--- src/rtl/bit_field_sequencer_if.sv ---
// Stream/config bundle for bit_field_sequencer: word input, slice output, field-table writes.
// master = producer/consumer side, slave = sequencer side.
interface bit_field_sequencer_if #(
    parameter int DATA_W     = 32,
    parameter int OUT_W      = 16,
    parameter int NUM_FIELDS = 4
);
    localparam int LSB_W = $clog2(DATA_W);
    localparam int IDX_W = $clog2(NUM_FIELDS);
    localparam int WID_W = $clog2(OUT_W + 1);

    logic              cfg_we;
    logic [IDX_W-1:0]  cfg_idx;
    logic [LSB_W-1:0]  cfg_lsb;
    logic [WID_W-1:0]  cfg_width;
    logic              in_valid;
    logic              in_ready;
    logic [DATA_W-1:0] in_data;
    logic              out_valid;
    logic              out_ready;
    logic [OUT_W-1:0]  out_data;
    logic [IDX_W-1:0]  out_idx;
    logic              out_last;

    modport master (
        output cfg_we, cfg_idx, cfg_lsb, cfg_width, in_valid, in_data, out_ready,
        input  in_ready, out_valid, out_data, out_idx, out_last
    );

    modport slave (
        input  cfg_we, cfg_idx, cfg_lsb, cfg_width, in_valid, in_data, out_ready,
        output in_ready, out_valid, out_data, out_idx, out_last
    );
endinterface

--- src/rtl/bit_field_sequencer.sv ---
// Slices each accepted word into up to NUM_FIELDS fields, one per cycle; first slice one cycle after accept.
// Stalled slices hold all outputs and block input; the next word is taken on the last-slice handshake.
module bit_field_sequencer #(
    parameter int DATA_W     = 32,
    parameter int OUT_W      = 16,
    parameter int NUM_FIELDS = 4
) (
    input  logic                 clk,
    input  logic                 reset,
    bit_field_sequencer_if.slave bus,
    output logic                 busy,
    output logic [15:0]          words_done
);
    localparam int LSB_W = $clog2(DATA_W);
    localparam int IDX_W = $clog2(NUM_FIELDS);
    localparam int WID_W = $clog2(OUT_W + 1);

    typedef enum logic {IDLE, EMIT} state_t;

    state_t            state, state_nxt;
    logic [LSB_W-1:0]  live_lsb [NUM_FIELDS];
    logic [WID_W-1:0]  live_wid [NUM_FIELDS];
    logic [LSB_W-1:0]  sh_lsb   [NUM_FIELDS];
    logic [WID_W-1:0]  sh_wid   [NUM_FIELDS];
    logic [DATA_W-1:0] word_q;
    logic [IDX_W-1:0]  idx_q;

    logic              any_live, has_next, last, accept, load, drop, slice_hs;
    logic [IDX_W-1:0]  first_live, next_idx;
    logic [WID_W-1:0]  wid_clamped;
    logic [OUT_W-1:0]  shifted, mask;

    // Enable scans: lowest live entry for a new word, next shadow entry above the current one.
    always_comb begin
        any_live   = 1'b0;
        first_live = '0;
        has_next   = 1'b0;
        next_idx   = '0;
        for (int i = NUM_FIELDS - 1; i >= 0; i--) begin
            if (live_wid[i] != '0) begin
                any_live   = 1'b1;
                first_live = IDX_W'(i);
            end
            if (sh_wid[i] != '0 && i > int'(idx_q)) begin
                has_next = 1'b1;
                next_idx = IDX_W'(i);
            end
        end
    end

    always_comb begin
        last     = (state == EMIT) && !has_next;
        slice_hs = (state == EMIT) && bus.out_ready;
        accept   = bus.in_valid && bus.in_ready;
        load     = accept && any_live;
        drop     = accept && !any_live;
        wid_clamped = (bus.cfg_width > WID_W'(OUT_W)) ? WID_W'(OUT_W) : bus.cfg_width;
        // Shift zero-fills above the word; a full-width mask falls out of the 16-bit shift overflowing.
        shifted  = OUT_W'(word_q >> sh_lsb[idx_q]);
        mask     = ~({OUT_W{1'b1}} << sh_wid[idx_q]);
    end

    always_ff @(posedge clk or posedge reset) begin
        if (reset) state <= IDLE;
        else       state <= state_nxt;
    end

    always_comb begin
        state_nxt = state;
        case (state)
            IDLE: if (load) state_nxt = EMIT;
            EMIT: if (slice_hs && last) state_nxt = load ? EMIT : IDLE;
            default: state_nxt = IDLE;
        endcase
    end

    always_comb begin
        bus.out_valid = (state == EMIT);
        busy          = (state == EMIT);
        bus.in_ready  = (state == IDLE) || ((state == EMIT) && bus.out_ready && last);
        bus.out_last  = last;
        bus.out_idx   = idx_q;
        bus.out_data  = shifted & mask;
    end

    // Shadow copies the pre-write live table, so a write on the accept cycle lands on the next word.
    always_ff @(posedge clk or posedge reset) begin
        if (reset) begin
            for (int i = 0; i < NUM_FIELDS; i++) begin
                live_lsb[i] <= '0;
                live_wid[i] <= '0;
                sh_lsb[i]   <= '0;
                sh_wid[i]   <= '0;
            end
            word_q     <= '0;
            idx_q      <= '0;
            words_done <= '0;
        end else begin
            if (bus.cfg_we) begin
                live_lsb[bus.cfg_idx] <= bus.cfg_lsb;
                live_wid[bus.cfg_idx] <= wid_clamped;
            end
            if (load) begin
                for (int i = 0; i < NUM_FIELDS; i++) begin
                    sh_lsb[i] <= live_lsb[i];
                    sh_wid[i] <= live_wid[i];
                end
                word_q <= bus.in_data;
                idx_q  <= first_live;
            end else if (slice_hs && !last) begin
                idx_q <= next_idx;
            end
            words_done <= words_done + 16'(slice_hs && last) + 16'(drop);
        end
    end
endmodule

--- src/flat_wrapper.sv ---
// flat-port wrapper written by rule: the top's interface ports become plain ports
module bit_field_sequencer_flat 
#(
    parameter int DATA_W     = 32,
    parameter int OUT_W      = 16,
    parameter int NUM_FIELDS = 4
)
  (clk, reset, busy, words_done, bus_cfg_we, bus_cfg_idx, bus_cfg_lsb, bus_cfg_width, bus_in_valid, bus_in_data, bus_out_ready, bus_in_ready, bus_out_valid, bus_out_data, bus_out_idx, bus_out_last);
  bit_field_sequencer_if #(.DATA_W(DATA_W), .OUT_W(OUT_W), .NUM_FIELDS(NUM_FIELDS)) bus_i ();
  input  logic clk;
  input  logic reset;
  output logic busy;
  output logic [15:0] words_done;
  input wire logic [$bits(bus_i.cfg_we)-1:0] bus_cfg_we;
  input wire logic [$bits(bus_i.cfg_idx)-1:0] bus_cfg_idx;
  input wire logic [$bits(bus_i.cfg_lsb)-1:0] bus_cfg_lsb;
  input wire logic [$bits(bus_i.cfg_width)-1:0] bus_cfg_width;
  input wire logic [$bits(bus_i.in_valid)-1:0] bus_in_valid;
  input wire logic [$bits(bus_i.in_data)-1:0] bus_in_data;
  input wire logic [$bits(bus_i.out_ready)-1:0] bus_out_ready;
  output wire logic [$bits(bus_i.in_ready)-1:0] bus_in_ready;
  output wire logic [$bits(bus_i.out_valid)-1:0] bus_out_valid;
  output wire logic [$bits(bus_i.out_data)-1:0] bus_out_data;
  output wire logic [$bits(bus_i.out_idx)-1:0] bus_out_idx;
  output wire logic [$bits(bus_i.out_last)-1:0] bus_out_last;
  assign bus_i.cfg_we = bus_cfg_we;
  assign bus_i.cfg_idx = bus_cfg_idx;
  assign bus_i.cfg_lsb = bus_cfg_lsb;
  assign bus_i.cfg_width = bus_cfg_width;
  assign bus_i.in_valid = bus_in_valid;
  assign bus_i.in_data = bus_in_data;
  assign bus_i.out_ready = bus_out_ready;
  assign bus_in_ready = bus_i.in_ready;
  assign bus_out_valid = bus_i.out_valid;
  assign bus_out_data = bus_i.out_data;
  assign bus_out_idx = bus_i.out_idx;
  assign bus_out_last = bus_i.out_last;
  bit_field_sequencer #(.DATA_W(DATA_W), .OUT_W(OUT_W), .NUM_FIELDS(NUM_FIELDS)) u_core (.clk(clk), .reset(reset), .bus(bus_i), .busy(busy), .words_done(words_done));
endmodule
--- config.mk ---
export PLATFORM = sky130hd
export DESIGN_NAME = bit_field_sequencer_flat
export DESIGN_NICKNAME = d
export VERILOG_FILES = /design/src/rtl/bit_field_sequencer_if.sv /design/src/rtl/bit_field_sequencer.sv /design/src/flat_wrapper.sv
export SDC_FILE = /design/constraint.sdc
export NUM_CORES = 1
export LEC_CHECK = 0
export ABC_AREA = 1
export BUFFER_PORTS_ARGS = -buffer_cell sky130_fd_sc_hd__buf_2
export CORE_MARGIN = 5
export CORE_UTILIZATION = 53
export CTS_BUF_LIST = sky130_fd_sc_hd__clkbuf_8 sky130_fd_sc_hd__clkbuf_16
export CTS_CLUSTER_SIZE = 30
export DETAILED_ROUTE_END_ITERATION = 10
export PLACE_DENSITY_LB_ADDON = 0.05
export SLEW_MARGIN = 30
export SYNTH_ARGS = -nofsm -noshare
export SYNTH_HDL_FRONTEND = slang
export SYNTH_SLANG_ARGS = --single-unit
--- constraint.sdc ---
create_clock -name clk -period 3.9 [get_ports clk]
set_input_delay 0.195 -clock clk [delete_from_list [all_inputs] [get_ports clk]]
set_output_delay 0.195 -clock clk [all_outputs]
set_load 0.01 [all_outputs]
* Word level (Yosys, flattened, before mapping)
Cells that the tools add are included.
W data, S select, Z words.
** Word-level totals
- Register bits :: 131
- Bits of input ports :: 49
- Logic and storage cells :: 89
** Operators by class
- Add/subtract/negate cells :: 2
- Magnitude comparators :: 7
- Shift operators :: 2
- Muxes and demuxes :: 30
- Bitwise operators :: 5
- Reductions and logical operators :: 23
** Operators with widths (number)
- $bwmux W20 :: 2
- $reduce_bool A5 Y1 :: 7
- $add A16 B1 Y16 :: 2
- $shr A32 B5 Y16 :: 1
- $mux W5 :: 6
- $bmux W5 S2 :: 2
- $mux W2 :: 9
- $and A16 B16 Y16 :: 1
- $not A16 Y16 :: 1
- $shl A16 B5 Y16 const A :: 1
- $logic_and A1 B1 Y1 :: 11
- $demux W5 S2 :: 1
- $mux W1 :: 9
- $ge A3 B3 Y1 const B :: 2
- $not A2 Y3 :: 2
- $gt A5 B5 Y1 const B :: 1
- $gt A2 B2 Y1 const A :: 2
- $logic_not A1 Y1 :: 3
- $lt A3 B1 Y1 const B :: 1
- $gt A1 B2 Y1 const A :: 1
- $pmux W1 S2 :: 1
- $reduce_bool A2 Y1 :: 1
- $logic_or A1 B1 Y1 :: 1
- $not A1 Y1 :: 1

* Logic depth before layout (Yosys ltp)
- Word-level depth :: 14
- Depth in mapped cells :: 15
- Gate-level depth less buffers :: 15

* Worst setup path before layout
Ideal clock, no wire load.
- Path type :: flip-flop to flip-flop
- Start :: register u_core.idx_q[1] (netlist: u_core.bus.out_idx[1])
- End :: register u_core.words_done[13]
- Setup time :: 0.125 ns
- Data arrival time :: 2.607 ns
- Data required time :: 3.775 ns
- Path slack :: 1.168 ns
- Cell stages (with the launch flop) :: 15
- Buffers on the path :: 1
- Clock period less this slack :: 2.732 ns
- Path through :: dfrtp_1 > buf_6 > inv_6 > o21ai_4 > nand3_2 > o21ai_4 > nand4_1 > fa_1 > inv_1 > nand3_1 > nor3_1 > nand3_1 > nor2_1 > nand3_1 > xnor2_1
** On the way
- Cells in the longest elaborated chain, start to end :: 12
- Elaborated cells on any way between the ends :: 17
** RTL lines
- start: declaration :: line bit_field_sequencer.sv:26 : logic [IDX_W-1:0] idx_q;
- start signal: assignment :: line bit_field_sequencer.sv:109 : idx_q <= first_live;
- start signal: assignment :: line bit_field_sequencer.sv:111 : idx_q <= next_idx;
- $gt A2 B2 Y1 :: line bit_field_sequencer.sv:44 : if (sh_wid[i] != '0 && i > int'(idx_q)) begin
- $logic_and A1 B1 Y1 :: line bit_field_sequencer.sv:44
- $mux W1 (2 in series) :: line bit_field_sequencer.sv:44
- $mux W1 (*) :: line bit_field_sequencer.sv:44
- $logic_not A1 Y1 (*) :: line bit_field_sequencer.sv:52 : last = (state == EMIT) && !has_next;
- $logic_and A1 B1 Y1 (*) :: line bit_field_sequencer.sv:52
- $logic_and A1 B1 Y1 (*) :: line bit_field_sequencer.sv:80 : bus.in_ready = (state == IDLE) || ((state == EMIT) && bus.out_ready && last);
- $logic_or A1 B1 Y1 (*) :: line bit_field_sequencer.sv:80
- via bus_in_ready :: line flat_wrapper.sv:21 : output wire logic [$bits(bus_i.in_ready)-1:0] bus_in_ready;
- $logic_and A1 B1 Y1 (*) :: line bit_field_sequencer.sv:54 : accept = bus.in_valid && bus.in_ready;
- $logic_and A1 B1 Y1 (*) :: line bit_field_sequencer.sv:56 : drop = accept && !any_live;
- $add A16 B1 Y16 (*) :: line bit_field_sequencer.sv:113 : words_done <= words_done + 16'(slice_hs && last) + 16'(drop);
- end signal: assignment :: line bit_field_sequencer.sv:113
- end: declaration :: line bit_field_sequencer.sv:12 : output logic [15:0] words_done
The timed path passes the listed nets; every way through them passes the cells marked *.
A chain may end at the register's enable or synchronous reset.

* Final worst setup path
- Start :: register u_core.idx_q[0] (netlist: u_core.bus.out_idx[0])
- End :: output bus_out_data[5]
** On the way
- Cells in the longest elaborated chain, start to end :: 7
- Elaborated cells on any way between the ends :: 11
** RTL lines
- $not A2 Y3 (not written as such) (*) :: line bit_field_sequencer.sv:59, bit_field_sequencer.sv:60
- $bmux W5 S2 :: line bit_field_sequencer.sv:60 : mask = ~({OUT_W{1'b1}} << sh_wid[idx_q]);
- $mux W5 (not written as such) (2 in series) :: line bit_field_sequencer.sv:60
- $shl A16 B5 Y16 :: line bit_field_sequencer.sv:60
- $not A16 Y16 :: line bit_field_sequencer.sv:60
- $and A16 B16 Y16 (*) :: line bit_field_sequencer.sv:83 : bus.out_data = shifted & mask;
- end: declaration :: line flat_wrapper.sv:23 : output wire logic [$bits(bus_i.out_data)-1:0] bus_out_data;
Every way passes the cells marked *; elsewhere a longest branch is shown, timed or not. The select of a mux whose other input is x is not followed.

==> impl_metrics.env <==
export IMPL_run_status="completed"
export IMPL_timing_final_crit_period_ns=3.43
export IMPL_final_setup_viol_count=0
export IMPL_preCtsSetupSlack_ns=0.680
export IMPL_boundaryPins=87
export IMPL_critical_path_slowest_cell="sky130_fd_sc_hd__nor2_1"
export IMPL_final_fill_count=1357
export IMPL_cp_max_fo=21
export IMPL_timing_critical_path_arrival_ns=3.24
export IMPL_fp_dieArea_mm2=0.0168
export IMPL_final_antenna_net_count=0
export IMPL_wire_per_inst_um=14.5
export IMPL_max_cap_violations=0
export IMPL_grt_pass1_vias=6162
export IMPL_final_replace_weighted_congestion=0.891
export IMPL_diodes=0
export IMPL_drc_errors=0
export IMPL_cts_hold_buf=2
export IMPL_yosys_most_used_dff="sky130_fd_sc_hd__dfrtp_1"
export IMPL_die_height_um=130
export IMPL_postSynth_asyncResetShare=1.00
export IMPL_cts_path_max_buffers=2
export IMPL_largest_net_degree_at_the_start_of_global_routing=115
export IMPL_timing_final_crit_share=0.880
export IMPL_final_hold_violation_count=0
export IMPL_setup_reg_to_reg_worst_slack_ns=0.67
export IMPL_buffer_cell_driving_the_clock_tree_root="sky130_fd_sc_hd__clkbuf_16"
export IMPL_synth_cell_area_mm2=0.00758
export IMPL_htree_levels=4
export IMPL_whs_endpoint="u_core.live_lsb[4]"
export IMPL_layout_setup_ws_ns=0.467
export IMPL_grt_overflow_total=0
export IMPL_avgViaCountPerCell=5.33
export IMPL_floorplan_core_area_mm2=0.0139
export IMPL_floorplan_initialDensity=0.544
export IMPL_required_ns=3.70
export IMPL_grt_setup_unrepaired="false"
export IMPL_finalSetupTns_ns=0
export IMPL_critPathLaunchType="flop"
export IMPL_reg2regPathDepth=13
export IMPL_num_nets_final=1132
export IMPL_share_of_post_route_cells_with_drive_strength_above_1=0.138
export IMPL_place_detailed_instances=1240
export IMPL_slew_viol_final=0
export IMPL_cts_num_sinks=131
export IMPL_synth_yosys_seq_area_share=0.432
export IMPL_detailedPlacementHpwl_mm=13.4
export IMPL_critical_path_max_stage_delay_ns=0.61
export IMPL_min_from="bus_cfg_lsb[4]"
export IMPL_hold_depth=3
export IMPL_yosys_register_bits=131
export IMPL_grt_antenna_before_repair=0
export IMPL_tritoncts="done"
export IMPL_worstReg2RegEnd="u_core.words_done[13]"
export IMPL_yosysTopAreaCell="sky130_fd_sc_hd__dfrtp_1"
export IMPL_synth_yosys_warnings=0
export IMPL_final_hold_worst_slack_ns=0.0155
export IMPL_critical_path_endpoint_type="primary output"
export IMPL_r2r_start="u_core.bus.out_idx[1]"
export IMPL_max_clock_freq_ghz=0.291
export IMPL_crit_type="reg -> out"
export IMPL_first_pass_grt_wire_length_mm=30.6
export IMPL_synth_top_cell_area_share=0.432
export IMPL_final_cell_count_no_fill=1273
export IMPL_detailedRoute_firstPassIterationCount=8
export IMPL_synth_top_cells_by_area="sky130_fd_sc_hd__dfrtp_1, sky130_fd_sc_hd__nand3_1, sky130_fd_sc_hd__nand2_1"
export IMPL_timing_max_slew_rel_slack=0.478
export IMPL_synth_avg_cell_area_um2=7.46
export IMPL_synth_edff_count=0
export IMPL_cts_clk_slew_worst_paths_ns=0.06
export IMPL_rows=43
export IMPL_worstMarginPinSlew_ns=0.783
export IMPL_cts_buffers_inserted=17
export IMPL_port_buffer_count=86
export IMPL_num_vias=6782
export IMPL_clock_latency_ns=0.42
export IMPL_post_synth_num_cell_types=40
export IMPL_hp_class="in -> reg"
export IMPL_drt_wl_total_mm=18.5
export IMPL_netlist_instances=1017
export IMPL_cts_resizes=0
export IMPL_timing_critical_path_max_delay_family="buffers and inverters"
export IMPL_area_delta_synth_final_pct=12.1
export IMPL_die_w_um=130
export IMPL_worst_path_most_repeated_cell="sky130_fd_sc_hd__buf_4"
export IMPL_clock_skew_ns=0.0135
export IMPL_cp_cell_sequence="buf_4, nand2_1, nand3_1, nand2_1, buf_4, inv_1, buf_4, nor2_1, a21boi_0, a21oi_1, buf_2"
export IMPL_path_buf_inv=5
export IMPL_grt_use_total=0.228
export IMPL_cts_setup_buffers=0
export IMPL_first_iter_violations=612
export IMPL_post_synthesis_net_count=1068
-- cell families after synthesis --
logic type,after synthesis,synth area share
AO/OA/AOI/OAI,161,0.121
XOR/XNOR,14,0.0162
adder cells (fa/ha/maj),2,0.00429
buffers and inverters,169,0.113
flip-flops,131,0.432
AND/OR/NAND/NOR,540,0.314
-- tightest hold or removal path: stages --
cell and delay, ns:
sky130_fd_sc_hd__buf_2 0.10, sky130_fd_sc_hd__nand2_1 0.05, sky130_fd_sc_hd__o21ai_0 0.06
-- Yosys cell counts, types with 9 or more instances --
| cell type | n |
|---|---|
| sky130_fd_sc_hd__a21oi_1 | 55 |
| sky130_fd_sc_hd__buf_2 | 18 |
| sky130_fd_sc_hd__buf_6 | 19 |
| sky130_fd_sc_hd__clkbuf_1 | 9 |
| sky130_fd_sc_hd__dfrtp_1 | 131 |
| sky130_fd_sc_hd__inv_1 | 110 |
| sky130_fd_sc_hd__nand2_1 | 260 |
| sky130_fd_sc_hd__nand3_1 | 196 |
| sky130_fd_sc_hd__nand4_1 | 9 |
| sky130_fd_sc_hd__nor2_1 | 53 |
| sky130_fd_sc_hd__nor3_1 | 12 |
| sky130_fd_sc_hd__o21ai_0 | 65 |
| sky130_fd_sc_hd__o21ai_1 | 9 |
| sky130_fd_sc_hd__o21ai_2 | 9 |
| sky130_fd_sc_hd__o22ai_1 | 9 |
| sky130_fd_sc_hd__xor2_1 | 9 |
-- registers in the layout, indices dropped and copies added, names as in the netlist --
name and flops:
u_core.bus.out_idx 2, u_core.sh_wid 20, u_core.sh_lsb 20, u_core.bus.out_valid 1, u_core.word_q 32, u_core.live_lsb 20
u_core.words_done 16, u_core.live_wid 20
-- how the worst max path moves through the flow --
stage	from	to	slack (ns)	cells past startpoint
after global placement	u_core.bus.out_idx[1]	u_core.words_done[13]	0.80	13
final	u_core.bus.out_idx[0]	bus_out_data[5]	0.47	11
after global routing	u_core.bus.out_idx[0]	bus_out_data[4]	0.22	13
after detailed placement	u_core.bus.out_idx[1]	u_core.words_done[13]	0.68	13
after floorplan	reset	u_core.bus.out_idx[0]	0.21	1
after CTS	u_core.bus.out_idx[0]	bus_out_data[5]	0.49	11
-- through the flow --
step                       util  instance area (um2)
after CTS                 0.610                 8500
after detailed placement  0.569                 7920
after floorplan               -                 7580
after global placement    0.569                 7920
after global routing      0.610                 8500
final                     0.610                 8500
-- metal layers --
metal	up-vias	track usage	wire length [um]
met5	-	0	0
met4	0	0.0648	265
met3	19	0.0433	982
met2	191	0.368	8660
met1	3094	0.317	8600
li1	3478	-	-
-- cell type report --
class | instances | area [um2] | area share
Clock buffer | 18 | 439 | 0.0517
Clock inverter | 13 | 113 | 0.0132
Inverter | 114 | 438 | 0.0515
Multi-Input combinational cell | 717 | 3450 | 0.406
Sequential cell | 131 | 3280 | 0.386
Tap cell | 180 | 225 | 0.0265
Timing Repair Buffer | 100 | 553 | 0.0651
-- placed cells by master (no fill, tap or decap), types with 11 or more instances in the layout --
| cell | count |
|---|---|
| sky130_fd_sc_hd__a21oi_1 | 55 |
| sky130_fd_sc_hd__nand3_1 | 196 |
| sky130_fd_sc_hd__dfrtp_1 | 131 |
| sky130_fd_sc_hd__buf_2 | 86 |
| sky130_fd_sc_hd__nor2_1 | 53 |
| sky130_fd_sc_hd__o21ai_0 | 65 |
| sky130_fd_sc_hd__nor3_1 | 11 |
| sky130_fd_sc_hd__buf_4 | 11 |
| sky130_fd_sc_hd__clkbuf_16 | 17 |
| sky130_fd_sc_hd__inv_1 | 112 |
| sky130_fd_sc_hd__nand2_1 | 260 |
Power is left out: the tool's default activity adds up to more than one toggle a clock period on the data nets, which glitch-free logic cannot reach.
